`src/rtl/gen_m_pkg.sv`:
```
// Shared constants for the meander generator and its benches.
package gen_m_pkg;

  localparam int unsigned CNT_W   = 11;
  localparam int unsigned T5MS_NS = 5_000_000;

endpackage

```
`src/rtl/gen_m.sv`:
```
// 50 % duty square-wave generator; each half-period lasts x ticks of the
// external 5 ms clock-enable strobe.
module gen_m
  import gen_m_pkg::*;
#(
  parameter int unsigned W = CNT_W
) (
  input  logic         clk,
  input  logic         rst,
  input  logic         ce5ms,
  input  logic [W-1:0] x,
  output logic         s
);

  logic [W-1:0] cnt;
  logic [W-1:0] hp;
  logic         at_end;

  // cnt never exceeds hp-1, so the counter cannot wrap even at hp = 2^W-1.
  assign at_end = (cnt == (hp - W'(1)));

  always_ff @(posedge clk) begin
    if (rst) begin
      cnt <= '0;
      s   <= 1'b0;
      hp  <= x;
    end else if (ce5ms) begin
      if (hp == '0) begin
        // Parked: keep the output low and retry the latch on every tick.
        cnt <= '0;
        s   <= 1'b0;
        hp  <= x;
      end else if (at_end) begin
        cnt <= '0;
        s   <= ~s;
        hp  <= x;
      end else begin
        cnt <= cnt + W'(1);
      end
    end
  end

endmodule

```
`config.mk`:
```
export PLATFORM = sky130hd
export DESIGN_NAME = gen_m
export DESIGN_NICKNAME = d
export VERILOG_FILES = /design/src/rtl/gen_m_pkg.sv /design/src/rtl/gen_m.sv
export SDC_FILE = /design/constraint.sdc
export NUM_CORES = 1
export LEC_CHECK = 0
export ABC_AREA = 1
export BUFFER_PORTS_ARGS = -buffer_cell sky130_fd_sc_hd__buf_4
export CAP_MARGIN = 5
export CORE_MARGIN = 4
export CORE_UTILIZATION = 40
export CTS_CLUSTER_DIAMETER = 40
export CTS_CLUSTER_SIZE = 8
export DETAILED_ROUTE_END_ITERATION = 6
export PLACE_DENSITY = 0.62
export SLEW_MARGIN = 10
export SYNTH_ARGS = -nofsm -noshare
export SYNTH_HDL_FRONTEND = slang
export SYNTH_SLANG_ARGS = --single-unit
export TNS_END_PERCENT = 30
```
`constraint.sdc`:
```
create_clock -name clk -period 2.8 [get_ports clk]
set_input_delay 0.42 -clock clk [delete_from_list [all_inputs] [get_ports clk]]
set_output_delay 0.42 -clock clk [all_outputs]
set_load 0.02 [all_outputs]
```
==> results of run 1 <==
-- metrics by stage --
step                setup slack [ns]  std cells  hold WS [ns]  instance area, um2  total power, mW
floorplan                     0.7753        189        0.4671                1428           0.4670
global placement              0.4756        248        0.4965                1579           0.4973
detailed placement            0.4461        248        0.5035                1579           0.4972
CTS                           0.4181        252        0.2490                1605           0.6482
global route                  0.1137        252        0.2333                1605           0.6846
finish                        0.4403        252        0.2523                1605           0.6437
-- layout make-up --
type,instances,area (um2),area share (%)
timing repair buffer,15,112.6,7.015
inverter,29,108.9,6.781
clock buffer,4,26.28,1.637
tap,46,57.56,3.585
multi-input combinational,135,729.5,45.44
sequential,23,570.5,35.54
-- metal layers --
layer | up-vias | GRT usage [%] | share of wire, %
li1 | 622 | - | -
met1 | 489 | 17.76 | 51
met2 | 21 | 20.41 | 43
met4 | 0 | 6.076 | 1.9
met5 | - | 0 | 0
met3 | 5 | 2.662 | 4.6
-- sequential cells by signal, summed over array words and instances (netlist names) --
register / flops
cnt: 11
s: 1
hp: 11
-- kinds of logic (layout without fill, tap and decap cells) --
group	after synthesis	after routing
buffers and inverters	31	48
adder cells (fa/ha/maj)	2	2
AO/OA/AOI/OAI	4	4
XOR/XNOR	12	12
flip-flops	23	23
AND/OR/NAND/NOR	117	117
-- cell usage in the layout (no fill, tap or decap) --
master	instances
nor2_1	16
clkbuf_4	3
a21oi_1	2
buf_4	15
nor2_2	11
nor2_4	3
inv_1	27
ha_1	2
inv_2	2
nand2_1	59
xor2_1	8
clkbuf_1	1
nand4_1	4
nand2_2	4
o21bai_2	1
o21ai_0	1
nand3_1	14
nor4_2	1
nand3_2	2
xnor2_1	4
edfxtp_1	11
nor4_4	1
nand3b_1	2
dfxtp_1	12
-- final timing paths --
| check | start | endpoint | slack [ns] | cells past startpoint |
|---|---|---|---|---|
| max | hp[0] | cnt[9] | 0.44 | 14 |
| min | rst | cnt[1] | 0.25 | 2 |
| max reg2reg | hp[0] | cnt[9] | 0.44 | 14 |
| min reg2reg | cnt[1] | cnt[1] | 0.52 | 2 |
-- power by group --
group	internal [mW]	switching, mW	total, mW	leakage [nW]
Clock	0.0556	0.0997	0.155	0.0150
Combinational	0.0419	0.0578	0.0997	0.473
Sequential	0.370	0.0184	0.389	0.205
==> out/metrics.cfg, run 1 <==
[grt]
groute.usage.overall_pct=13.27
grt_pass1_wl_um=4498
grt_max_degree=18
antenna_found_initial=0
grt_pass1_vias=1038
overflow=0

[final_layout]
final_util_pct=47.36
fillers=341
syn_to_final_growth_pct=12.45
fin_nets=223
drive_gt1_share_pct=20.87
diodes=0

[synth]
synth-seq-cells=23
synthesis.area_um2=1428
synth-adder-area-share_pct=1.753
synth_edf_count=11
syn_inst=189
yosysSeqAreaShare_pct=39.96
synthDistinctLibCells=23
synth_compound_area_share_pct=1.840
yosys_warnings=0
yosysMostFrequentCell=nand2_1
synthSimpleGateAreaFrac_pct=40.14
avgSynthCellArea_um2=7.554
synth_area_leaders=edfxtp_1, dfxtp_1, nand2_1
yosys.area.top_type=edfxtp_1
synth_mux_area_share_pct=0
synth_top_family_by_area=simple AND/OR/NAND/NOR gates
syn-num-nets=205
yosys.area_share.xor_xnor_pct=7.362
synth_top_area_share_pct=23.14
async_flop_share_pct=0
synth_ff_type=dfxtp_1
synth_common_cells=nand2_1, inv_1, nor2_1, nand3_1, dfxtp_1

[routing]
antenna_left=0
first_iter_violations=44
wl_per_cell_um=10.08
routed_via_density=4.512
firstDrtPassIters=4
num_vias=1137
drcViolationCount=0
drt-total-wl_um=2541

[critical_path]
critPathKind=flop to flop
worstPathCellList=inv_1 > ha_1 > nand2_2 > nor2_4 > nand3_2 > nand2_1 > nand2_1 > nand2_1 > nand2_1 > o21bai_2 > nand2_1 > nand2_2 > buf_4 > nor2_1
timing.critical_path.max_delay_family=simple AND/OR/NAND/NOR gates
cp_data_required_time_ns=3.02
path_max_fanout=17
cpMostUsedCell=nand2_1
endpoint_kind=flop
startpoint_type=flop
slowest_delay_ns=0.41
worst-path-buf-inv=2
cp_slowest_cell=edfxtp_1
cp.arrival_ns=2.58

[clock_tree]
cts_setup_buffers=0
cts_max_level=1
root_buffer=clkbuf_4
cts_buffer_depth=2
cts_tree=done
path_clk_slew_ns=0.13
numCtsBuffers=3
cts_resized=0
clkLatencyLatePin_ns=0.31
cts.sinks=23
hold_buffers=0

[power_and_ir_drop]
p_per_area_nw_per_um2=401.0
p_leak_nw=0.6929
irDropWorstVdd_mv=0.1899

[die]
ios=15
row_count=21
design.die.area_um2=4589
chipHeight_um=67.74
die_w_um=67.74
coreArea_um2=3390
start_util_pct=42.12

[sta]
fmax_mhz=423.8
slew_violations=0
finalCritPeriodShare_pct=84.27
tightest_slew_ns=0.4202
clock_skew_ns=0.008211
slew_headroom_pct=71.88
hold_viol_final=0
rsz0062_at_grt=no
setup_tns_ns=0
setup_viol=0
fin_crit_ns=2.360

[run]
maxCapViolCount=0

[status]
status=complete, no violations

[placed_design]
place_congestion=0.7572
hpwl_um=2066
portBuffers=14

[hold_path]
hold_class=primary input to flop

(Power assumes the default switching activity.)
==> run 2: changes to the inputs <==
ABC_AREA = 0   (was 1)
PLACE_DENSITY = 0.64   (was 0.62)
clock period = 2.15 ns   (was 2.8 ns; I/O delays follow)
==> run 2 against run 1 <==
The run now ends with setup timing left. Area after synthesis decreased by 7.4%. Worst hold slack got worse by 0.070 ns. Critical path depth decreased by 7. Fmax decreased by 9.6%. Worst setup slack got worse by 0.90 ns. Register-to-register slack got worse by 0.90 ns. Via count increased by 0.26%. Non-clock buffer count increased by 21. Largest power group unchanged.
==> out/metrics.cfg, run 2 <==
[status]
status=complete, but fails checks  ; was complete, no violations
failed_checks=setup timing

[clock_tree]
numCtsBuffers=3  ; unchanged
cts.sinks=23  ; unchanged
clkLatencyLatePin_ns=0.31  ; about the same
cts_max_level=1  ; unchanged
path_clk_slew_ns=0.12  ; was 0.13 ns
root_buffer=clkbuf_4  ; unchanged
hold_buffers=0  ; unchanged
cts_buffer_depth=2  ; unchanged
cts_tree=done  ; unchanged

[die]
start_util_pct=42.58  ; was 42.12%
coreArea_um2=3103  ; was 3390 um2
design.die.area_um2=4287  ; was 4589 um2
chipHeight_um=65.48  ; was 67.74 um
die_w_um=65.48  ; was 67.74 um
ios=15  ; unchanged
row_count=20  ; was 21

[routing]
first_iter_violations=32  ; was 44
drcViolationCount=0  ; unchanged
num_vias=1140  ; was 1137
firstDrtPassIters=4  ; unchanged
routed_via_density=5.182  ; was 4.512
wl_per_cell_um=13.07  ; was 10.08 um
drt-total-wl_um=2876  ; was 2541 um
antenna_left=0  ; unchanged

[final_layout]
final_cell_mix=buf_4, nor2_1, dfxtp_1  ; was nand2_1, inv_1, nor2_1
fin_nets=193  ; was 223
syn_to_final_growth_pct=29.73  ; was 12.45%
final_common_cell=buf_4  ; was nand2_1
reg_top3=cnt (11), hp (11), s (1)  ; unchanged
final_cell_area_um2=1714  ; was 1605 um2
drive_gt1_share_pct=28.41  ; was 20.87%
diodes=0  ; unchanged

[grt]
grt_pass1_wl_um=4816  ; was 4498 um
groute.usage.overall_pct=14.27  ; was 13.27%
antenna_found_initial=0  ; unchanged
overflow=0  ; unchanged
grt_max_degree=16  ; was 18
grt_pass1_vias=1084  ; was 1038

[synth]
yosysMostFrequentCell=nor2_1  ; was nand2_1
synth_ff_type=dfxtp_1  ; unchanged
synthesis.area_um2=1321  ; was 1428 um2
async_flop_share_pct=0  ; unchanged
yosys.area.top_type=edfxtp_1  ; unchanged
synth_area_leaders=edfxtp_1, dfxtp_1, xor2_1  ; was edfxtp_1, dfxtp_1, nand2_1
synth_top_area_share_pct=25.00  ; was 23.14%
synth_common_cells=nor2_1, dfxtp_1, edfxtp_1, xor2_1, nand2_1  ; was nand2_1, inv_1, nor2_1, nand3_1, dfxtp_1
syn-num-nets=156  ; was 205
syn_inst=140  ; was 189
synthDistinctLibCells=43  ; was 23
yosys_warnings=0  ; unchanged
synth-seq-cells=23  ; unchanged
synth_edf_count=11  ; unchanged
avgSynthCellArea_um2=9.438  ; was 7.554 um2
yosysSeqAreaShare_pct=43.18  ; was 39.96%

[run]
maxCapViolCount=0  ; unchanged

[critical_path]
worstSetupEndpoint=hp[7]  ; was cnt[9]
crit-reg2reg-launch=hp[3]  ; was hp[0]
cp_data_required_time_ns=2.19  ; was 3.02 ns
path_max_fanout=7  ; was 17
cp_slowest_cell=or4_4  ; was edfxtp_1
r2r_setup_slack_ns=-0.46  ; was 0.44 ns
worstPathCellList=or4_4 > or4b_4 > a21o_1 > a31oi_2 > a21oi_2 > o21ai_4 > clkbuf_16  ; was inv_1 > ha_1 > nand2_2 > nor2_4 > nand3_2 > nand2_1 > nand2_1 > nand2_1 > nand2_1 > o21bai_2 > nand2_1 > nand2_2 > buf_4 > nor2_1
cp.arrival_ns=2.65  ; was 2.58 ns
slowest_delay_ns=0.55  ; was 0.41 ns
crit_path_start=hp[3]  ; was hp[0]
reg2reg_to=hp[7]  ; was cnt[9]
startpoint_type=flop  ; unchanged
reg2regPathDepth=7  ; was 14
endpoint_kind=flop  ; unchanged
critPathKind=flop to flop  ; unchanged

[sta]
hold_viol_final=0  ; unchanged
slew_headroom_pct=66.66  ; was 71.88%
rsz0062_at_grt=yes  ; was no
fin_ws_ns=-0.4593  ; was 0.4403 ns
fin_crit_ns=2.609  ; was 2.360 ns
finalCritPeriodShare_pct=121.4  ; was 84.27%
fmax_mhz=383.2  ; was 423.8 MHz
setup_tns_ns=-8.256  ; was 0 ns
worst_hold_slack_ns=0.1824  ; was 0.2523 ns
setup_viol=23  ; was 0
slew_violations=0  ; unchanged
tightest_slew_ns=0.4939  ; was 0.4202 ns
clock_skew_ns=0.005809  ; was 0.008211 ns

[power_and_ir_drop]
total_power_mw=0.8194  ; was 0.6437 mW
p_leak_nw=0.6642  ; was 0.6929 nW
p_per_area_nw_per_um2=478.0  ; was 401.0 nW/um2
irDropWorstVdd_mv=0.3945  ; was 0.1899 mV

[placed_design]
portBuffers=14  ; unchanged
dpl_cell_area_um2=1620  ; was 1579 um2
place_congestion=0.8644  ; was 0.7572
hpwl_um=2275  ; was 2066 um
place_ws_ns=-0.4514  ; was 0.4461 ns

[hold_path]
hold_class=primary input to flop  ; unchanged
worstHoldStart=x[6]  ; was rst

-- run 2: worst max-delay path, delay by kind of cell (launching register included) --
kind            cells  cell delay [ns]
flops               1             0.41
buf+inv             1             0.19
compound gates      4             0.70
simple gates        2             1.04
-- run 2: cell families (layout without fill, tap and decap cells) --
logic type	count (synthesis)	in the layout	synth area share [%]
flip-flops	23	23	43.18
AND/OR/NAND/NOR	57	57	24.72
buffers and inverters	13	49	3.787
AO/OA/AOI/OAI	28	28	15.15
XOR/XNOR	17	17	11.27
adder cells (fa/ha/maj)	2	2	1.894
-- run 2: what timing repair did --
action,4_1_cts,5_1_grt
resized for setup,3,6
buffers inserted,0,2
pin swaps,5,8
setup endpoints to repair,23,23
gates cloned,0,1
-- run 2: per-stage QoR --
stage,cells,util (%)
after floorplan,140,-
after global placement,213,52.22
after detailed placement,213,52.22
after CTS,217,53.39
after global routing,220,55.24
final,220,55.24
-- run 2: metal layers --
| layer | global-route usage (%) | vias up | routed length [um] |
|---|---|---|---|
| met2 | 24.78 | 25 | 1436 |
| met5 | 0 | - | 0 |
| met3 | 3.932 | 2 | 111 |
| met4 | 3.627 | 0 | 12 |
| li1 | - | 580 | - |
| met1 | 17.34 | 533 | 1315 |
-- run 2: worst min path at each step --
stage                         to  slack [ns]  cells after the start
after floorplan           cnt[0]        0.39                      1
after global placement         s        0.47                      2
after detailed placement       s        0.49                      2
after CTS                  hp[9]        0.16                      1
after global routing       hp[0]        0.16                      1
final                      hp[6]        0.18                      1
-- run 2: where the power goes --
group	switching [mW]	total, mW	internal, mW
sequential	0.0143	0.490	0.475
clock	0.130	0.200	0.0709
combinational	0.0590	0.129	0.0703
total	0.203	0.819	0.617
-- run 2: final cells by class --
| class | count | area (um2) |
|---|---|---|
| multi-input combinational | 104 | 720.7 |
| inverter | 9 | 33.78 |
| sequential | 23 | 570.5 |
| tap | 44 | 55.05 |
| fill | 288 | 1389 |
| timing repair buffer | 36 | 304.0 |
| clock buffer | 3 | 22.52 |
| clock inverter | 1 | 7.507 |
